<file path="src/rtl/ar_envelope.sv">
// Attack/release envelope generator with VCA output stage, clocked at the sample rate.
// Build option: define AR_EXP_RELEASE_EN for a quasi-exponential release tail.
module ar_envelope #(
  parameter int BITDEPTH  = 14,
  parameter int ACC_WIDTH = 16
) (
  input  logic                sample_clock,
  input  logic                rst_n,
  input  logic [BITDEPTH-1:0] in,
  input  logic [7:0]          envelope_attack,
  input  logic [7:0]          envelope_decay,
  input  logic                gate,
  output logic [BITDEPTH-1:0] out
);

  typedef enum logic [1:0] {
    IDLE    = 2'd0,
    ATTACK  = 2'd1,
    SUSTAIN = 2'd2,
    RELEASE = 2'd3
  } state_t;

  localparam logic [ACC_WIDTH-1:0] ACC_MAX = {ACC_WIDTH{1'b1}};

  state_t                 state_r;
  logic [ACC_WIDTH-1:0]   acc_r;
  logic [ACC_WIDTH:0]     acc_up_s;
  logic [ACC_WIDTH:0]     dec_s;
  logic [ACC_WIDTH:0]     acc_dn_s;
  logic [ACC_WIDTH-1:0]   acc_up_sat_s;
  logic [ACC_WIDTH-1:0]   acc_dn_sat_s;
  logic [8:0]             level9_s;

  // Saturating ramp arithmetic and gain derived from the current (pre-update) level
  always_comb begin
    acc_up_s     = {1'b0, acc_r} + {9'd0, envelope_attack};
`ifdef AR_EXP_RELEASE_EN
    dec_s        = {7'd0, acc_r[ACC_WIDTH-1:6]} + {9'd0, envelope_decay};
`else
    dec_s        = {9'd0, envelope_decay};
`endif
    acc_dn_s     = {1'b0, acc_r} - dec_s;
    acc_up_sat_s = ACC_MAX;
    acc_dn_sat_s = '0;
    level9_s     = 9'd0;
    if (acc_up_s[ACC_WIDTH]) begin
      acc_up_sat_s = ACC_MAX;
    end else begin
      acc_up_sat_s = acc_up_s[ACC_WIDTH-1:0];
    end
    // A set top bit means the subtraction borrowed, i.e. the result went below zero.
    if (acc_dn_s[ACC_WIDTH]) begin
      acc_dn_sat_s = '0;
    end else begin
      acc_dn_sat_s = acc_dn_s[ACC_WIDTH-1:0];
    end
    // Full scale maps to unity gain so a sustained note passes through untouched.
    if (acc_r == ACC_MAX) begin
      level9_s = 9'd256;
    end else begin
      level9_s = {1'b0, acc_r[ACC_WIDTH-1:ACC_WIDTH-8]};
    end
  end

  // Envelope state machine, level accumulator and registered VCA output
  always_ff @(posedge sample_clock) begin
    if (!rst_n) begin
      state_r <= IDLE;
      acc_r   <= '0;
      out     <= '0;
    end else begin
      out <= BITDEPTH'(({9'd0, in} * {{BITDEPTH{1'b0}}, level9_s}) >> 8);
      case (state_r)
        IDLE: begin
          acc_r <= '0;
          if (gate) begin
            state_r <= ATTACK;
          end
        end
        ATTACK: begin
          if (!gate) begin
            state_r <= RELEASE;
          end else begin
            acc_r <= acc_up_sat_s;
            if (acc_up_sat_s == ACC_MAX) begin
              state_r <= SUSTAIN;
            end
          end
        end
        SUSTAIN: begin
          acc_r <= ACC_MAX;
          if (!gate) begin
            state_r <= RELEASE;
          end
        end
        RELEASE: begin
          // Re-pressing the gate resumes the attack from the current level.
          if (gate) begin
            state_r <= ATTACK;
          end else begin
            acc_r <= acc_dn_sat_s;
            if (acc_dn_sat_s == '0) begin
              state_r <= IDLE;
            end
          end
        end
        default: begin
          state_r <= IDLE;
          acc_r   <= '0;
        end
      endcase
    end
  end

endmodule

</file>
<file path="config.mk">
export PLATFORM = sky130hd
export DESIGN_NAME = ar_envelope
export DESIGN_NICKNAME = d
export VERILOG_FILES = /design/src/rtl/ar_envelope.sv
export SDC_FILE = /design/constraint.sdc
export NUM_CORES = 1
export LEC_CHECK = 0
export CAP_MARGIN = 20
export CORE_MARGIN = 3
export CORE_UTILIZATION = 62
export DETAILED_ROUTE_END_ITERATION = 7
export PLACE_DENSITY = 0.87
export REMOVE_ABC_BUFFERS = 1
export SLEW_MARGIN = 15
export SYNTH_ARGS = -nofsm -noshare
export SYNTH_HDL_FRONTEND = slang
export SYNTH_SLANG_ARGS = --single-unit
</file>
<file path="constraint.sdc">
create_clock -name sample_clock -period 9.3 [get_ports sample_clock]
set_input_delay 2.79 -clock sample_clock [delete_from_list [all_inputs] [get_ports sample_clock]]
set_output_delay 2.79 -clock sample_clock [all_outputs]
set_load 0.05 [all_outputs]
</file>
; ---- Word level (Yosys, flattened, before mapping)
; Index checks and enable logic that the tools add are counted.
[totals]
ramBits = 0
input_bits = 33
latchBits = 0
output_inout_bits = 14
ff_bits = 32
mem_bits_ro = 0
memories = 0
word_cells = 34
[op_classes]
n_reduce_logical = 4
shift = 0
bitwise_logic = 0
div = 0
multipliers = 1
n_mux = 13
n_eq_ne = 11
n_addsub = 2
n_lt_le_gt_ge = 0
[ops]
columns = op, count
row1 = 16-bit 2-to-1 mux, 4
row2 = 16-bit one-hot mux with 4 select lines, 1
row3 = 16-bit == test (second input constant), 2
row4 = 14-bit by 9-bit multiplier with 22-bit output, 1
row5 = 16-bit by 8-bit adder with 17-bit output, 1
row6 = 16-bit by 8-bit subtractor with 17-bit output, 1
row7 = 16-bit zero test, 1
row8 = 2-bit 2-to-1 mux, 6
row9 = 9-bit 2-to-1 mux, 1
row10 = 2-bit inequality test (second input constant), 4
row11 = 2-bit one-hot mux with 4 select lines, 1
row12 = 3-bit inequality test (second input constant), 2
row13 = 2-bit == test (second input constant), 2
row14 = 4-bit AND reduction, 1
row15 = 2-bit by 1-bit == test with 1-bit output (second input constant), 1
row16 = 2-bit zero test, 1
row17 = 2-bit AND reduction, 1

; ---- Depth between registers and ports, before layout
[depth]
ltp_word = 6
ltp_mapped = 25
depth_no_buf = 21

; ---- Worst setup path before layout
; No wires, ideal clock.
[synth_timing]
path_kind = input to register
startpoint = in in[4]
endpoint = reg out[11]
arrival_ns = 7.392
required_time_ns = 9.185
setup_ns = 0.115
path_slack_ns = 1.793
stages = 17
n_path_buf = 1
path_cell_list = buf_1 > and3_1 > fa_1 > fa_1 > fa_1 > inv_1 > fa_1 > inv_1 > ha_1 > a21oi_1 > nor2b_1 > or4b_2 > o21ai_2 > nor3_1 > or3_4 > xor2_1 > and2_1
[synth_via]
elab_chain_len = 1
[synth_lines]
columns = item, line_no
row1 = from (decl), 9  ; input logic [BITDEPTH-1:0] in,
row2 = 14-bit by 9-bit multiplier with 22-bit output, 72  ; out <= BITDEPTH'(({9'd0, in} * {{BITDEPTH{1'b0}}, level9_s}) >> 8);
row3 = to (signal assigned), 72
row4 = to (decl), 13  ; output logic [BITDEPTH-1:0] out
; Every way passes these cells.
; A chain may end at the register's enable or synchronous reset.

; ---- Worst setup path after layout
[layout_timing]
startpoint = in in[4]
endpoint = reg out[12]
; Same word-level chain as after synthesis.

==> impl_summary.txt <==
----------------------------------------------------
[STA]
  Worst relative slew slack ... roughly 31%
  Max-slew violation count ... 0
  Slack of the critical path ... 1.266 ns
  Max Clock Freq ... 124.5 MHz
  Final setup violation count ... 0
  Share of the clock period used by the worst path after layout ... 86.39%
  Setup repair after global routing missed its margin ... false
  Crit path time final ... between 8 and 9 ns
  Slew of the pin with the lowest slew margin ... 1.031 ns
  Fin Clk Skew ... 0.008409 ns
  Final hold vios ... 0
  Sum of negative setup slack ... 0 ns
  Worst hold slack ... 0.5138 ns

[Placement]
  Setup slack after placement ... 1.016 ns
  RePlAce Congestion ... 0.9646
  Input/output buffers ... 46
  DP Wirelength ... 12800 um

[Synth]
  Total standard cell area after synthesis ... roughly 6400 um^2
  Post-synth top area cell ... fa_1
  Share of async-settable or async-resettable flops after synthesis ... 0%
  Synthesized area per cell ... 8.115 um^2
  Seq/Total Area, Yosys ... 9.992%
  Number of register bits inferred by synthesis ... 32
  Share of the synthesized area in the top cell type ... 26.54%
  Yosys cell types ... 65
  Leading register cell type out of synthesis ... dfxtp_1
  Synthesized netlist cell count ... 790
  Warnings, synthesis ... 0
  Count of flip-flops with a built-in enable after synthesis ... 0
  Area contributors post-synth ... fa_1 27%, ha_1 11%, dfxtp_1 10%, inv_1 7.3%, and3_1 6.4%

[Critical path]
  Worst setup EP type ... flip-flop
  Top fanout value on the critical path ... 9
  Critical Path Source Type ... input pin
  Cell Chain, Critical Path ... clkdlybuf4s50_1 > and3_1 > fa_1 > fa_1 > fa_1 > inv_1 > fa_1 > inv_1 > ha_1 > a21oi_1 > nor2b_1 > or4b_2 > o21ai_2 > nor3_1 > or3_4 > a21oi_2 > mux2i_1
  Kind of cell adding the most delay to the critical path ... adder cells
  Worst Path Arrival ... 8.25 ns
  Register-to-Register Setup Slack ... around 1.4 ns
  Critical path data required time ... around 9.5 ns
  Most used cell, CP ... fa_1
  Buffers plus inverters on the worst setup path ... 3
  Critical setup path kind ... input pin to flip-flop
  Worst R2R Start ... acc_r[13]
  Launching element of the worst setup path ... in[4]
  Slowest cell on the critical path ... or4b_2
  CP peak stage delay ... 0.65 ns

[Clocking]
  Number of clock buffers inserted by TritonCTS ... 5
  Clock latency on the worst-skew pair ... 0.29 ns
  Number of gates resized after cts ... 0
  Max Buffers Root-to-Sink ... 2
  Clock net sink count ... 32
  Clock transition at the registers of the reported paths ... 0.07 ns
  CTS tree ... done
  Max H-tree Level ... 2
  Number of hold buffers added after CTS ... 0
  # Post-CTS Setup Buffers ... 0
  Root Buffer Master ... clkbuf_8

[Power and ir drop]
  Max VDD drop ... 0.1283 mV
  Proportion of power drawn by the clock network ... between 15 and 20%
  Switching Share ... 48.15%
  Part of the power in registers ... 21.5%
  Leakage power summed over all cells ... 3.686 nW
  NetSw ... between 0.4 and 0.5 mW
  Pwr/cell area ... 120.8 nW/um^2
  Internal power contribution ... ~0.44 mW
  Combinational cell fraction of total power ... 61.7%

[Finish]
  Growth of design area from synthesis to finish ... 9.700%
  Net count, final ... between 900 and 1000
  Layout cells sized above 1 ... between 2 and 3%
  Antenna diode instance count ... 0
  Final core utilization ... 70.97%

[Hold path]
  Launch point of the worst hold path ... state_r[1]
  HP Class ... flip-flop to flip-flop

[Routing]
  Wirelength, routed ... 16650 um
  Antenna violation net count after detailed routing ... 0
  Remaining DRCs ... 0
  DR vias ... just under 6000
  TritonRoute pass-1 iters ... 6
  Drt first-iter violations ... between 500 and 600
  Average wire per cell in the routed design ... 17.70 um
  Mean number of vias per cell ... 6.189

[Die]
  Die width ... 107.7 um
  Die height ... 107.7 um
  I/O Pins ... 47
  Cell row count ... 36
  Core outline area ... 9910 um^2
  Initial core utilization ... 64.70%
  Full die area ... 11600 um^2

[Global route]
  Antenna violations before repair ... 0
  Pin count of the biggest net entering global routing ... 48
  Total gr overflow ... 0
  Global router's overall resource usage ... a little under a third
  First-pass GRT wire length ... approximately 28000 um
  Via count of the first global-routing pass ... 5963

[Job]
  Maximum Capacitance Violations ... 0

[Status]
  Run status ... finished clean

----------------------------------------------------
-- registers in the layout, indices dropped and copies added, names as in the netlist --
register  count
acc_r        16
out          14
state_r       2
-- cells in the mapped netlist, types with 5 or more instances --
| cell type | instances |
|---|---|
| a211oi_1 | 6 |
| a31oi_1 | 7 |
| o21ai_0 | 19 |
| ha_1 | 58 |
| nand2_1 | 78 |
| inv_1 | 124 |
| a22oi_1 | 11 |
| dfxtp_1 | 32 |
| xnor2_1 | 13 |
| and2_1 | 23 |
| nor4_1 | 5 |
| a21o_1 | 11 |
| nand3_1 | 29 |
| xor2_1 | 14 |
| clkbuf_1 | 37 |
| mux2i_1 | 8 |
| nor2b_1 | 15 |
| nor2_1 | 19 |
| nand2b_1 | 7 |
| and3_1 | 66 |
| o31ai_1 | 5 |
| fa_1 | 85 |
| a21oi_1 | 33 |
| nor3_1 | 13 |
-- power groups by stage --
stage | Clock (mW) | Combinational, mW | Sequential, mW
5_1_grt | 0.149 | 0.585 | 0.184
3_3_place_gp | 0 | 0.494 | 0.183
3_5_place_dp | 0 | 0.511 | 0.185
4_1_cts | 0.143 | 0.517 | 0.181
2_1_floorplan | 0 | 0.335 | 0.210
6_report | 0.142 | 0.525 | 0.183
-- cell type report --
| type | instances | area, um^2 |
|---|---|---|
| repair buffers | 52 | 500.5 |
| clock buffers | 5 | 68.82 |
| well taps | 133 | 166.4 |
| clock inverters | 3 | 42.54 |
| flip-flops and latches | 32 | 640.6 |
| inverters | 124 | 465.4 |
| fillers | 776 | 2877 |
| multi-input cells | 592 | 5149 |
-- worst reg2reg max path: stages (launching register included) --
cell	delay, ns
dfxtp_1	0.92
nand3_1	0.31
or3_1	0.55
or3_1	0.75
buf_4	0.40
and3_1	0.26
fa_1	0.48
fa_1	0.55
fa_1	0.56
inv_1	0.06
fa_1	0.54
inv_1	0.04
ha_1	0.34
a21oi_1	0.18
nor2b_1	0.08
or4b_2	0.65
o21ai_2	0.25
nor3_1	0.13
or3_4	0.42
a21oi_2	0.16
mux2i_1	0.18
-- per-stage QoR --
step	area, um^2	total power, mW	cells
2_1_floorplan	6250	0.5453	748
5_1_grt	7033	0.9189	941
6_report	7033	0.8499	941
3_3_place_gp	6927	0.6776	933
3_5_place_dp	6927	0.6955	933
4_1_cts	7038	0.8415	941
-- cells by family (layout without fill, tap and decap cells) --
| family | Yosys count | in the layout | synth area share, % |
|---|---|---|---|
| compound gates | 130 | 130 | 13.68 |
| xor+xnor | 27 | 27 | 3.689 |
| fa+ha+maj | 143 | 143 | 37.86 |
| buf+inv | 166 | 184 | 9.777 |
| flops | 32 | 32 | 9.992 |
| mux | 8 | 8 | 1.249 |
| simple gates | 284 | 284 | 23.75 |
-- worst paths after layout --
| kind | to | cells past startpoint |
|---|---|---|
| max | out[12] | 17 |
| min | state_r[1] | 2 |
| max reg2reg | out[12] | 20 |
| min reg2reg | state_r[1] | 2 |
-- cell usage in the layout, fill, tap and decap left out, drive strengths merged, types with 3 or more instances in the layout --
cell	n
fa	85
nand2b	7
xnor2	13
or3	5
nand4	4
o21ai	21
or2	5
and3	66
o31ai	5
buf	7
a21o	11
xor2	14
clkdlybuf4s50	45
nor3	14
o211ai	3
nand2	78
nor2	19
clkbuf	5
a22oi	11
nor3b	4
a211oi	6
nand3	29
and2	23
a21oi	34
a31oi	7
a221o	3
ha	58
nor2b	15
mux2i	8
inv	124
nor4	5
dfxtp	32
a21boi	6
-- per-layer routing --
metal	global-route usage (%)	vias up	wire, um
li1	-	2677	-
met1	39.35	2757	6644
met2	50.98	330	8087
met3	4.319	60	1434
met4	10.10	0	488
met5	0	-	0
No activity file was read; power rests on OpenSTA's default activity.
